**config.mk**
```make
export PLATFORM = sky130hd
export DESIGN_NAME = round_addr_sequencer
export DESIGN_NICKNAME = d
export VERILOG_FILES = /design/src/rtl/sha_pkg.sv /design/src/rtl/modn_counter.sv /design/src/rtl/round_addr_sequencer.sv
export SDC_FILE = /design/constraint.sdc
export NUM_CORES = 1
export LEC_CHECK = 0
export BUFFER_PORTS_ARGS = -buffer_cell sky130_fd_sc_hd__buf_2
export CORE_MARGIN = 1
export CORE_UTILIZATION = 45
export CTS_BUF_LIST = sky130_fd_sc_hd__clkbuf_2
export DETAILED_ROUTE_END_ITERATION = 10
export PLACE_DENSITY = 0.71
export SYNTH_ARGS = -nofsm -noshare
export SYNTH_HDL_FRONTEND = slang
export SYNTH_HIERARCHICAL = 1
export SYNTH_SLANG_ARGS = --single-unit
```
**constraint.sdc**
```tcl
create_clock -name clk -period 2.2 [get_ports clk]
set_input_delay 0.33 -clock clk [delete_from_list [all_inputs] [get_ports clk]]
set_output_delay 0.33 -clock clk [all_outputs]
set_load 0.01 [all_outputs]
```
**src/rtl/sha_pkg.sv**
```systemverilog
// Shared types and constants for the hash-core sequencers.
// Round counts and digest size for SHA-256 / SHA-512.
package sha_pkg;

  typedef enum logic [1:0] {
    IDLE = 2'd0,
    RUN  = 2'd1,
    READ = 2'd2
  } state_e;

  localparam int SHA256_ROUNDS = 64;
  localparam int SHA512_ROUNDS = 80;
  localparam int DIGEST_WORDS  = 8;

endpackage

```
**src/rtl/modn_counter.sv**
```systemverilog
// Modulo-N up counter with sync clear, enable and terminal flag.
// Wraps by explicit compare against N-1, never by binary overflow.
module modn_counter #(
  parameter  int N = 8,
  localparam int W = (N > 1) ? $clog2(N) : 1
) (
  input  logic         clk,
  input  logic         rst_n,
  input  logic         clr,
  input  logic         en,
  output logic [W-1:0] cnt,
  output logic         tc
);

  logic [W-1:0] cnt_q;
  logic [W-1:0] cnt_d;

  assign tc  = (cnt_q == W'(N - 1));
  assign cnt = cnt_q;

  // next count: clear wins, then step or wrap at terminal count
  always_comb begin
    cnt_d = cnt_q;
    if (clr) begin
      cnt_d = '0;
    end else if (en) begin
      cnt_d = tc ? '0 : cnt_q + W'(1);
    end
  end

  // count register with synchronous active-low reset
  always_ff @(posedge clk) begin
    if (!rst_n) begin
      cnt_q <= '0;
    end else begin
      cnt_q <= cnt_d;
    end
  end

endmodule

```
**src/rtl/round_addr_sequencer.sv**
```systemverilog
// Round-address and digest-readout sequencer for the hash cores.
// Outputs decode only from registered state; no input-to-output path.
module round_addr_sequencer
  import sha_pkg::*;
#(
  parameter  int ROUNDS     = 64,
  parameter  int OUT_WORDS  = 8,
  parameter  int AUTO_START = 1,
  parameter  int RD_WRAP    = 0,
  localparam int AW = $clog2(ROUNDS),
  localparam int OW = (OUT_WORDS > 1) ? $clog2(OUT_WORDS) : 1
) (
  input  logic          clk,
  input  logic          soc_n,
  input  logic          start,
  input  logic          adv,
  input  logic          rd,
  output logic [AW-1:0] addr,
  output logic          rnd_valid,
  output logic          eoc,
  output logic [OW-1:0] rd_addr,
  output logic          rd_last,
  output logic          busy
);

  state_e state_q;
  state_e state_d;

  logic rnd_tc;
  logic rd_tc;
  logic in_run;
  logic in_read;

  assign in_run  = (state_q == RUN);
  assign in_read = (state_q == READ);

  // round counter parks at 0 outside RUN, so READ sees addr=0
  modn_counter #(.N(ROUNDS)) u_rnd (
    .clk   (clk),
    .rst_n (soc_n),
    .clr   (start || !in_run),
    .en    (in_run && adv),
    .cnt   (addr),
    .tc    (rnd_tc)
  );

  // readout counter parks at 0 outside READ
  modn_counter #(.N(OUT_WORDS)) u_rd (
    .clk   (clk),
    .rst_n (soc_n),
    .clr   (start || !in_read),
    .en    (in_read && rd),
    .cnt   (rd_addr),
    .tc    (rd_tc)
  );

  // next state: start aborts anything, else walk RUN -> READ -> IDLE
  always_comb begin
    state_d = state_q;
    if (start) begin
      state_d = RUN;
    end else begin
      unique case (state_q)
        IDLE: state_d = IDLE;
        RUN: begin
          if (adv && rnd_tc) state_d = READ;
        end
        READ: begin
          if (rd && rd_tc && (RD_WRAP == 0)) state_d = IDLE;
        end
        default: state_d = IDLE;
      endcase
    end
  end

  // state register; reset lands in RUN or IDLE depending on AUTO_START
  always_ff @(posedge clk) begin
    if (!soc_n) begin
      state_q <= (AUTO_START != 0) ? RUN : IDLE;
    end else begin
      state_q <= state_d;
    end
  end

  assign rnd_valid = in_run;
  assign eoc       = in_read;
  assign busy      = in_run || in_read;
  assign rd_last   = in_read && rd_tc;

endmodule

```
==> impl_metrics.json <==
{
  "p_leak_uw": 0.000357,
  "finalPower_uw": 334,
  "portBuffers": 17,
  "path_common_cell": "ha_1",
  "power.density_nw_per_um2": 449,
  "drcViolationCount": 0,
  "clockBufferDepth": 2,
  "clkTransAtPathRegs_ps": 110,
  "numCtsBuffers": 3,
  "die_w_um": 39.1,
  "cp_max_fo": 4,
  "worstPathRequired_ps": 1870,
  "clk_latency_ps": 260,
  "cts.sinks": 11,
  "ant_nets": 0,
  "crit_chain": "ha_1 > ha_1 > and2_2 > buf_2",
  "synth_nets": 79,
  "cp_slowest_cell": "dfxtp_1",
  "num_vias": 528,
  "synth_area_um2": 621,
  "status": "finished, final reports clean",
  "finalHoldViolCount": 0,
  "ys.warnings.count": 6,
  "path_class": "flip-flop to output port",
  "rsz0062_at_grt": "false",
  "max-cap-violations": 0,
  "ir_drop_v": 0.000312,
  "crit_family": "adder cells",
  "dr.pass1.iters": 4,
  "synthTopCellsByArea": "dfxtp_1, ha_1, nand2b_1",
  "detail_route.vias_per_cell": 5.13,
  "fin_crit_sh_pct": 77.7,
  "yosysSeqAreaShare_pct": 35.5,
  "synth_most_common_cell": "dfxtp_1",
  "fp.coreArea_um2": 1280,
  "synth_top_area_share_pct": 35.5,
  "wl_per_cell_um": 10.4,
  "critPathCaptureType": "output port",
  "cts_tree": "done",
  "cp-start-kind": "flip-flop",
  "cts_setup_buffers": 0,
  "antenna_found_initial": 0,
  "worstHoldPathType": "input port to flip-flop",
  "antenna_cells": 0,
  "finalSetupTns_ps": 0,
  "r2r_end": "u_rnd/cnt[5]",
  "reg2regPathDepth": 6,
  "slew_violations": 0,
  "async_reset_ff_share_pct": 0,
  "r2r_slack_ps": 620,
  "netlist_instances": 67,
  "synthDistinctLibCells": 27,
  "synth.avg_cell_area_um2": 9.26,
  "layout.nets": 101,
  "die_area_um2": 1530,
  "ctsHtreeMaxLevel": 1,
  "slowest_delay_ps": 340,
  "slew_headroom_pct": 83.0,
  "cts_resized": 0,
  "postCtsHoldBufs": 0,
  "grt_pass1_vias": 414,
  "worstSetupPathDepth": 4,
  "clockRootBuffer": "clkbuf_2",
  "io_pins": 18,
  "clock.fmax_mhz": 585,
  "grt_first_pass_wirelength_um": 1780,
  "min_period_ps": 1710,
  "worst_pin_slew_ps": 255,
  "gp_congestion": 0.708,
  "setup_viol": 0,
  "crit-reg2reg-launch": "state_q[1]",
  "crit_arrival_ps": 1380,
  "drt_iter0_drc": 8,
  "layout-drive-gt1-share_pct": 31.8,
  "clock_skew_ps": 4.09,
  "grt_overflow_total": 0,
  "synth_commonest_cells": "dfxtp_1, ha_1, nor2_1",
  "grt_max_degree": 8,
  "drt_wl_total_um": 1080,
  "row_count": 13,
  "critPathLaunch": "u_rd/cnt[0]",
  "area_delta_synth_final_pct": 20.0,
  "synth_top_cell_by_area": "dfxtp_1",
  "path_buf_inv": 1,
  "ys.flop_type": "dfxtp_1",
  "start_util_pct": 48.3,
  "synth-seq-cells": 11,
  "dp_hpwl_um": 850,
  "grt.total_usage_pct": 18.5,
  "synth_edf_count": 0,
  "die_h_um": 39.1,
  "crit_end": "rd_last"
}
==> cells by family (layout without fill, tap and decap cells) <==
logic type | Yosys count | after routing | share of synthesized area [%]
compound gates | 11 | 11 | 13.7
mux | 3 | 3 | 4.84
fa+ha+maj | 7 | 7 | 14.1
flops | 11 | 11 | 35.5
xor+xnor | 2 | 2 | 2.82
simple gates | 30 | 30 | 27.2
buf+inv | 3 | 24 | 1.81
==> state kept, by name (all words and copies together), names as in the netlist <==
signal	count
state_q	2
u_rnd/cnt	6
u_rd/cnt	3
==> metrics by stage <==
stage	worst slack (ps)	cells	area (um2)	utilization [%]	hold WS, ps
floorplan	773	67	621	-	449
global placement	699	99	724	56.4	501
detailed placement	640	99	724	56.4	518
CTS	464	103	744	57.9	287
global route	384	103	744	57.9	291
finish	491	103	744	57.9	302
==> worst min-delay path, cell delays in order <==
cell     delay, ps
buf_2           90
nor2b_1         50
o21ai_1         60
==> power by group <==
part	switching, uW	internal, uW	total [uW]
Sequential	1.53	200	202
Clock	67.6	48.3	116
Combinational	9.07	7.78	16.8
Total	78.2	256	334
==> how the worst min path moves through the flow <==
stage	from	endpoint	slack (ps)	cells after the start
global placement	u_rd/cnt[0]	u_rd/cnt[0]	500	2
CTS	start	state_q[0]	290	3
global route	start	state_q[0]	290	3
floorplan	start	state_q[0]	450	2
detailed placement	u_rd/cnt[0]	u_rd/cnt[0]	520	2
finish	start	state_q[0]	300	3
==> layout by cell type (no fill, tap or decap) <==
cell type  synthesis  layout
a31oi_1            1       1
nor2b_1            2       2
or2_2              1       1
or2b_1             1       1
mux2i_1            3       3
nand3_1            3       3
o21ai_2            1       1
nand4_2            1       1
inv_1              3       3
o21ai_1            1       1
xor2_1             2       2
or3b_1             1       1
o211a_1            1       1
and2_2             2       2
o21ai_0            1       1
nor2_1             6       6
nand4_1            1       1
nand2b_1           5       5
and2_1             1       1
buf_2              0      17
or3_1              1       1
a21oi_1            3       3
nand2_1            5       5
o211ai_1           1       1
a21boi_4           1       1
ha_1               7       7
a21oi_2            1       1
clkbuf_2           0       4
dfxtp_1           11      11
==> metal layers <==
layer	part of all wire, %	up-vias	GRT usage [%]
met3	5.9	2	8.67
met5	0	-	0
met4	1.2	0	10.3
met2	48	16	29.2
met1	45	238	20.1
li1	-	272	-
==> area by class of cell <==
class,instances,area (um2)
Timing Repair Buffer,17,85.1
Fill cell,127,541
Tap cell,15,18.8
Multi-Input combinational cell,53,389
Clock buffer,4,20.0
Sequential cell,11,220
Inverter,3,11.3
Power figures use the tool's default switching activity.
